[src/rtl/drift_pkg.sv]
`default_nettype none
// ============================================================================
// Module   : drift_pkg
// Purpose  : Shared types and float constants for the drift gain consumer.
// Revision : 1.0 - initial release
// ============================================================================
package drift_pkg;

  localparam logic [31:0] SF_ONE  = 32'h3F80_0000;
  localparam logic [31:0] SF_HALF = 32'h3F00_0000;
  localparam logic [31:0] SF_TWO  = 32'h4000_0000;

  typedef enum logic [3:0] {
    ST_IDLE   = 4'd0,
    ST_MUL_A  = 4'd1,
    ST_WAIT_A = 4'd2,
    ST_MUL_B  = 4'd3,
    ST_WAIT_B = 4'd4,
    ST_MUL_C  = 4'd5,
    ST_WAIT_C = 4'd6,
    ST_MUL_D  = 4'd7,
    ST_WAIT_D = 4'd8,
    ST_DONE   = 4'd9
  } drift_state_e;

  // MUL/WAIT pairs are laid out consecutively, so the channel falls out of the code.
  function automatic logic [1:0] state_chan(drift_state_e s);
    logic [3:0] idx;
    idx = 4'(s) - 4'd1;
    return idx[2:1];
  endfunction

  function automatic logic [31:0] clamp_gain(logic [31:0] g);
    if (g[31] || (g < SF_HALF)) return SF_HALF;
    else if (g > SF_TWO)        return SF_TWO;
    else                        return g;
  endfunction

endpackage
`default_nettype wire

[src/rtl/fp_mul_hs.sv]
`default_nettype none
// ============================================================================
// Module   : fp_mul_hs
// Purpose  : Pipelined single-precision multiplier with nd/rfd/rdy handshake.
// Revision : 1.0 - initial release
// ============================================================================
module fp_mul_hs #(
  parameter int LATENCY = 6
) (
  input  logic        clk,
  input  logic [31:0] a,
  input  logic [31:0] b,
  input  logic        operation_nd,
  output logic        operation_rfd,
  output logic [31:0] result,
  output logic        rdy
);

  logic               s;
  logic               a_nan, b_nan, a_inf, b_inf, a_zero, b_zero;
  logic [47:0]        prod;
  logic [22:0]        frac;
  logic               guard, sticky, rnd;
  logic [23:0]        frac_r;
  logic signed [9:0]  e;
  logic [31:0]        prod_w;

  // Denormal inputs and results are flushed to zero; rounding is to nearest-even.
  always_comb begin
    s      = a[31] ^ b[31];
    a_nan  = (a[30:23] == 8'hFF) && (a[22:0] != 23'd0);
    b_nan  = (b[30:23] == 8'hFF) && (b[22:0] != 23'd0);
    a_inf  = (a[30:23] == 8'hFF) && (a[22:0] == 23'd0);
    b_inf  = (b[30:23] == 8'hFF) && (b[22:0] == 23'd0);
    a_zero = (a[30:23] == 8'h00);
    b_zero = (b[30:23] == 8'h00);
    prod   = {1'b1, a[22:0]} * {1'b1, b[22:0]};
    if (prod[47]) begin
      frac   = prod[46:24];
      guard  = prod[23];
      sticky = |prod[22:0];
    end else begin
      frac   = prod[45:23];
      guard  = prod[22];
      sticky = |prod[21:0];
    end
    rnd    = guard & (sticky | frac[0]);
    frac_r = {1'b0, frac} + 24'(rnd);
    e      = 10'(a[30:23]) + 10'(b[30:23]) - 10'sd127 + 10'(prod[47]) + 10'(frac_r[23]);
    if (a_nan || b_nan || (a_inf && b_zero) || (b_inf && a_zero))
      prod_w = 32'h7FC0_0000;
    else if (a_inf || b_inf)
      prod_w = {s, 8'hFF, 23'd0};
    else if (a_zero || b_zero)
      prod_w = {s, 31'd0};
    else if (e >= 10'sd255)
      prod_w = {s, 8'hFF, 23'd0};
    else if (e <= 10'sd0)
      prod_w = {s, 31'd0};
    else
      prod_w = {s, e[7:0], frac_r[22:0]};
  end

  logic [LATENCY-1:0][31:0] res_d, res_q;
  logic [LATENCY-1:0]       vld_d, vld_q;

  always_comb begin
    res_d[0] = prod_w;
    vld_d[0] = operation_nd;
    for (int i = 1; i < LATENCY; i++) begin
      res_d[i] = res_q[i-1];
      vld_d[i] = vld_q[i-1];
    end
  end

  always_ff @(posedge clk) begin
    res_q <= res_d;
    vld_q <= vld_d;
  end

  assign operation_rfd = 1'b1;
  assign result        = res_q[LATENCY-1];
  assign rdy           = vld_q[LATENCY-1];

endmodule
`default_nettype wire

[src/rtl/drift_corr_apply.sv]
`default_nettype none
// ============================================================================
// Module   : drift_corr_apply
// Purpose  : Applies latched drift gain corrections to 4-channel power frames.
//            Optional gain clamping to [0.5, 2.0]: define DRIFT_GAIN_CLAMP_EN.
// Revision : 1.0 - initial release
// ============================================================================
module drift_corr_apply
  import drift_pkg::*;
#(
  parameter int SF_WIDTH  = 32,
  parameter int CNT_WIDTH = 16
) (
  input  logic                 clk,
  input  logic                 rst,
  input  logic [SF_WIDTH-1:0]  ChA_Gain_Corr,
  input  logic [SF_WIDTH-1:0]  ChB_Gain_Corr,
  input  logic [SF_WIDTH-1:0]  ChC_Gain_Corr,
  input  logic [SF_WIDTH-1:0]  ChD_Gain_Corr,
  input  logic                 Corr_rdy,
  input  logic [SF_WIDTH-1:0]  A_Pow,
  input  logic [SF_WIDTH-1:0]  B_Pow,
  input  logic [SF_WIDTH-1:0]  C_Pow,
  input  logic [SF_WIDTH-1:0]  D_Pow,
  input  logic                 data_valid,
  output logic [SF_WIDTH-1:0]  A_Pow_Corr,
  output logic [SF_WIDTH-1:0]  B_Pow_Corr,
  output logic [SF_WIDTH-1:0]  C_Pow_Corr,
  output logic [SF_WIDTH-1:0]  D_Pow_Corr,
  output logic                 Pow_Corr_rdy,
  output logic                 busy,
  output logic [CNT_WIDTH-1:0] drop_cnt
);

  drift_state_e              state_q, state_d;
  logic                      nd_q, nd_d;
  logic [SF_WIDTH-1:0]       opa_q, opa_d, opb_q, opb_d;
  logic [3:0][SF_WIDTH-1:0]  pow_q, pow_d, act_q, act_d, pend_q, pend_d;
  logic [3:0][SF_WIDTH-1:0]  res_q, res_d, out_q, out_d;
  logic                      pend_vld_q, pend_vld_d;
  logic                      pcr_q, pcr_d;
  logic [CNT_WIDTH-1:0]      drop_q, drop_d;
  logic [3:0][SF_WIDTH-1:0]  gain_in;
  logic [1:0]                ch;
  logic                      mul_rfd, mul_rdy;
  logic [SF_WIDTH-1:0]       mul_result;

`ifdef DRIFT_GAIN_CLAMP_EN
  assign gain_in = {clamp_gain(ChD_Gain_Corr), clamp_gain(ChC_Gain_Corr),
                    clamp_gain(ChB_Gain_Corr), clamp_gain(ChA_Gain_Corr)};
`else
  assign gain_in = {ChD_Gain_Corr, ChC_Gain_Corr, ChB_Gain_Corr, ChA_Gain_Corr};
`endif

  assign ch = state_chan(state_q);

  fp_mul_hs #(.LATENCY(6)) u_mul (
    .clk           (clk),
    .a             (opa_q),
    .b             (opb_q),
    .operation_nd  (nd_q),
    .operation_rfd (mul_rfd),
    .result        (mul_result),
    .rdy           (mul_rdy)
  );

  always_ff @(posedge clk) begin
    if (rst) begin
      state_q    <= ST_IDLE;
      nd_q       <= 1'b0;
      opa_q      <= '0;
      opb_q      <= '0;
      pow_q      <= '0;
      act_q      <= {4{SF_ONE}};
      pend_q     <= {4{SF_ONE}};
      pend_vld_q <= 1'b0;
      res_q      <= '0;
      out_q      <= '0;
      pcr_q      <= 1'b0;
      drop_q     <= '0;
    end else begin
      state_q    <= state_d;
      nd_q       <= nd_d;
      opa_q      <= opa_d;
      opb_q      <= opb_d;
      pow_q      <= pow_d;
      act_q      <= act_d;
      pend_q     <= pend_d;
      pend_vld_q <= pend_vld_d;
      res_q      <= res_d;
      out_q      <= out_d;
      pcr_q      <= pcr_d;
      drop_q     <= drop_d;
    end
  end

  always_comb begin
    state_d = state_q;
    case (state_q)
      ST_IDLE:   if (data_valid) state_d = ST_MUL_A;
      ST_MUL_A:  if (mul_rfd)    state_d = ST_WAIT_A;
      ST_WAIT_A: if (mul_rdy)    state_d = ST_MUL_B;
      ST_MUL_B:  if (mul_rfd)    state_d = ST_WAIT_B;
      ST_WAIT_B: if (mul_rdy)    state_d = ST_MUL_C;
      ST_MUL_C:  if (mul_rfd)    state_d = ST_WAIT_C;
      ST_WAIT_C: if (mul_rdy)    state_d = ST_MUL_D;
      ST_MUL_D:  if (mul_rfd)    state_d = ST_WAIT_D;
      ST_WAIT_D: if (mul_rdy)    state_d = ST_DONE;
      ST_DONE:                   state_d = ST_IDLE;
      default:                   state_d = ST_IDLE;
    endcase
  end

  always_comb begin
    nd_d       = 1'b0;
    opa_d      = opa_q;
    opb_d      = opb_q;
    pow_d      = pow_q;
    act_d      = act_q;
    pend_d     = pend_q;
    pend_vld_d = pend_vld_q;
    res_d      = res_q;
    out_d      = out_q;
    pcr_d      = 1'b0;
    drop_d     = drop_q;

    if (Corr_rdy) begin
      pend_d     = gain_in;
      pend_vld_d = 1'b1;
    end

    // Gains are promoted only at acceptance so a frame never mixes two gain sets.
    if (data_valid) begin
      if (state_q == ST_IDLE) begin
        pow_d = {D_Pow, C_Pow, B_Pow, A_Pow};
        if (Corr_rdy) begin
          act_d      = gain_in;
          pend_vld_d = 1'b0;
        end else if (pend_vld_q) begin
          act_d      = pend_q;
          pend_vld_d = 1'b0;
        end
      end else if (drop_q != {CNT_WIDTH{1'b1}}) begin
        drop_d = drop_q + CNT_WIDTH'(1);
      end
    end

    case (state_q)
      ST_MUL_A, ST_MUL_B, ST_MUL_C, ST_MUL_D: begin
        if (mul_rfd) begin
          opa_d = pow_q[ch];
          opb_d = act_q[ch];
          nd_d  = 1'b1;
        end
      end
      ST_WAIT_A, ST_WAIT_B, ST_WAIT_C, ST_WAIT_D: begin
        if (mul_rdy) res_d[ch] = mul_result;
      end
      ST_DONE: begin
        out_d = res_q;
        pcr_d = 1'b1;
      end
      default: ;
    endcase
  end

  assign A_Pow_Corr   = out_q[0];
  assign B_Pow_Corr   = out_q[1];
  assign C_Pow_Corr   = out_q[2];
  assign D_Pow_Corr   = out_q[3];
  assign Pow_Corr_rdy = pcr_q;
  assign busy         = (state_q != ST_IDLE);
  assign drop_cnt     = drop_q;

endmodule
`default_nettype wire

[config.mk]
export PLATFORM = sky130hd
export DESIGN_NAME = drift_corr_apply
export DESIGN_NICKNAME = d
export VERILOG_FILES = /design/src/rtl/drift_pkg.sv /design/src/rtl/fp_mul_hs.sv /design/src/rtl/drift_corr_apply.sv
export SDC_FILE = /design/constraint.sdc
export NUM_CORES = 2
export LEC_CHECK = 0
export CAP_MARGIN = 5
export CORE_MARGIN = 3
export CORE_UTILIZATION = 50
export DETAILED_ROUTE_END_ITERATION = 8
export GPL_TIMING_DRIVEN = 1
export HOLD_SLACK_MARGIN = 0.06
export MAX_ROUTING_LAYER = met4
export PLACE_DENSITY = 0.75
export SYNTH_ARGS = -nofsm -noshare
export SYNTH_HDL_FRONTEND = slang
export SYNTH_HIERARCHICAL = 1
export SYNTH_SLANG_ARGS = --single-unit
export TNS_END_PERCENT = 100
[constraint.sdc]
create_clock -name clk -period 10 [get_ports clk]
set_clock_uncertainty 0.15 [all_clocks]
set_input_delay 2 -clock clk [delete_from_list [all_inputs] [get_ports clk]]
set_output_delay 2 -clock clk [all_outputs]
set_load 0.01 [all_outputs]
==> flow_summary.yaml <==
outcome:
  status: "finished, violations left"
  violations: "negative setup slack"
power_and_ir_drop:
  combPwrFrac: 0.259
  switching_share: 0.308
  powerDensity_mw_per_mm2: 157
  p_seq_frac: 0.413
  switching_power_w: 0.00312
  clkPwrFrac: 0.328
  vdd_ir_drop_max_uv: 218
  p_int_w: 0.00701
  leakagePower_nw: 27.2
layout:
  fin_util: 0.619
  drive_above_1_share: 0.133
  fin_nets: 7102
  fillers: 8596
  area_growth_pct: 22.3
drt:
  drcViolationCount: 0
  drt-pass1-iter-count: 6
  wl_per_cell_um: 18.8
  wl_um: 143000
  final_antenna_net_count: 0
  vias_per_cell: 5.38
  drtIter0Drc: 2972
  vias: 41000
critical_path:
  crit_path_start_kind: "flip-flop"
  cp-end-kind: "flip-flop"
  required_ns: 10.34
  timing.rr.end: "u_mul/res_d[45]"
  cp_max_fo: 23
  rr_worst_depth: 43
  cpMostUsedCell: "fa_1"
  rr_startpoint: "opa_q[12]"
  rrSetupSlack_ns: -0.14
  critical_path.endpoint: "u_mul/res_d[45]"
  path_class: "flip-flop to flip-flop"
  cp_slowest_cell: "or4_4"
  critical_path_arrival_ns: 10.48
  crit_path_start: "opa_q[12]"
  cpPeakStageDelay_ns: 0.55
logic_synthesis:
  synth_mux_area_frac: 0.0649
  netlist.area_leader.share: 0.352
  ys_types: 101
  synthCells: 5561
  yosysWarnings: 6
  synth_fa_ha_area_frac: 0.230
  synth_edf_count: 0
  yosysSeqAreaShare: 0.352
  synth-simple-area-share: 0.169
  synth-xor-area-share: 0.0124
  yosys-top-cells-count: "dfxtp_1 (925), nand2_1 (830), inv_1 (594), fa_1 (484), nor2_1 (362)"
  synth.most_common_cell: "dfxtp_1"
  synth_top_family_by_area: "adder cells"
  async_flop_share: 0
  synth_seq_cells: 925
  syn-cell-area_mm2: 0.0526
  syn-num-nets: 6500
  synth_flop_cell: "dfxtp_1"
  syn_avg_cell_area_um2: 9.46
  synth_area_leader_cell: "dfxtp_1"
  synth_area_leaders: "dfxtp_1 (35%), fa_1 (18%), nand2_1 (5.9%), ha_1 (4.6%), inv_1 (4.2%)"
  synth_compound_area_frac: 0.0992
global_route:
  antenna_found_initial: 13
  grt_overflow: 0
  grt_max_degree: 225
  met1_usage: 0.349
  grt_busiest_layer: "met2"
  grt_pass1_wl_um: 228000
  grtUsageMet2: 0.436
  grt_use_total: 0.270
  grtUsageMet3: 0.0455
  grt_pass1_vias: 41600
floorplan:
  die_area_mm2: 0.109
  die_y_um: 330
  initial_core_util: 0.506
  coreArea_mm2: 0.104
  num_rows: 118
  die_x_um: 330
  ios: 406
sta:
  setup_viol_count_final: 26
  finalSetupTns_ns: -2.80
  fin_ws_ns: -0.136
  post-route-period-util: 1.01
  min_period_ns: 10.14
  finalMaxSlewViolations: 0
  max_freq_mhz: 98.7
  tightestPinTransition_ns: 1.14
  hold_viol_final: 0
  rsz0062_at_grt: "true"
  max-slew-margin-rel: 0.231
clocking:
  clockRootBuffer: "clkbuf_16"
  hold_buffers: 0
  max-clock-path-buffers: 3
  path_clk_slew_ns: 0.06
  clock_latency_ns: 0.66
  clock-sinks: 925
  htree_levels: 3
  tritoncts: "done"
  cts_buffers: 89
placement:
  hpwlAfterDp_um: 109000
  portBuffers: 405
  place_congestion: 0.978
run:
  maxCapViolCount: 0
hold_path:
  hp-class: "flip-flop to flip-flop"
[cell usage in the layout, fill, tap and decap left out, types with 35 or more instances in the layout]
cell type	count
nand2_1	825
and2_1	254
a21oi_1	313
clkbuf_16	91
inv_1	584
xnor2_1	46
ha_1	180
buf_4	405
dfxtp_1	912
o21ai_0	96
a211oi_1	118
nand2b_1	131
mux4_2	64
fa_1	474
nor2_1	357
a22o_1	65
clkdlybuf4s50_1	403
nor3_1	42
mux2i_1	195
nand3b_1	69
nand4_1	35
[kinds of logic (layout without fill, tap and decap cells)]
group	Yosys count	after routing
flip-flops	925	925
XOR/XNOR	73	73
multiplexers	261	261
other	1	14
AO/OA/AOI/OAI	800	800
AND/OR/NAND/NOR	1873	1873
buffers and inverters	949	1616
adder cells (fa/ha/maj)	679	679
[stage by stage]
step | setup slack (ns) | instance area (um^2) | power (W) | hold WS, ns | std cells
finish | -0.136 | 64300 | 0.0101 | 0.138 | 7621
global route | -0.493 | 64300 | 0.0106 | 0.158 | 7621
CTS | 0.00131 | 63800 | 0.0101 | 0.131 | 7594
detailed placement | -0.760 | 60300 | 0.00679 | 0.162 | 7399
global placement | -0.582 | 60300 | 0.00674 | 0.159 | 7399
floorplan | 0.0300 | 52600 | 0.00584 | 0.160 | 5561
[state kept, by name (all words and copies together) (netlist names)]
name and flops:
pend_q 128, A_Pow_Corr 32, u_mul/result 32, D_Pow_Corr 32, opb_q 32, nd_q 1, Pow_Corr_rdy 1, u_mul/vld_q 6
res_q 128, opa_q 32, pow_q 128, u_mul/res_d 160, C_Pow_Corr 32, state_q 4, B_Pow_Corr 32, pend_vld_q 1
drop_cnt 16, act_q 128
[what timing repair did]
item	CTS	global route
setup endpoints to repair	31	31
resized for setup	85	87
gates cloned	0	0
buffers inserted	39	14
pin swaps	23	35
[worst min-delay path by stage]
stage / to / slack (ns) / from / cells past startpoint
4_1_cts: u_mul/res_d[179] / 0.13 / u_mul/res_d[147] / 0
2_1_floorplan: u_mul/res_d[100] / 0.16 / u_mul/res_d[68] / 0
3_5_place_dp: u_mul/res_d[119] / 0.16 / u_mul/res_d[87] / 0
5_1_grt: u_mul/res_d[142] / 0.16 / u_mul/res_d[110] / 0
6_report: u_mul/res_d[179] / 0.14 / u_mul/res_d[147] / 0
3_3_place_gp: u_mul/res_d[109] / 0.16 / u_mul/res_d[77] / 0
[area by class of cell]
cell class                 instances  area (um^2)  share of cell area
multi-input combinational       3687        31000               0.482
sequential                       925        18500               0.288
timing repair buffer             862         7910               0.123
clock buffer                     122         2480              0.0386
inverter                         598         2240              0.0349
tap                             1380         1730              0.0268
clock inverter                    34          407             0.00632
antenna                           13         32.5            0.000506
[worst max-delay path: cells and delay by family (launching register included)]
family                     cells  cell delay [ns]
AOI/OAI and AO/OA              5             0.74
xor gates and xnor gates       2             0.27
adders and majority gates     10             4.30
buffers and inverters         14             1.53
DFF                            1             0.32
and+or+nand+nor               12             2.65
[routing by layer]
| layer | up-vias | share of wire |
|---|---|---|
| met3 | 226 | 0.067 |
| met5 | - | 0 |
| met1 | 20100 | 0.43 |
| met2 | 1345 | 0.47 |
| met4 | 0 | 0.029 |
| li1 | 19300 | - |
[power groups by stage]
stage	Clock, W	Sequential, W	Combinational [W]
finish	0.00333	0.00418	0.00263
global route	0.00351	0.00421	0.00284
CTS	0.00338	0.00418	0.00258
detailed placement	0	0.00425	0.00254
global placement	0	0.00424	0.00250
floorplan	0	0.00419	0.00165
(Power assumes the default switching activity.)
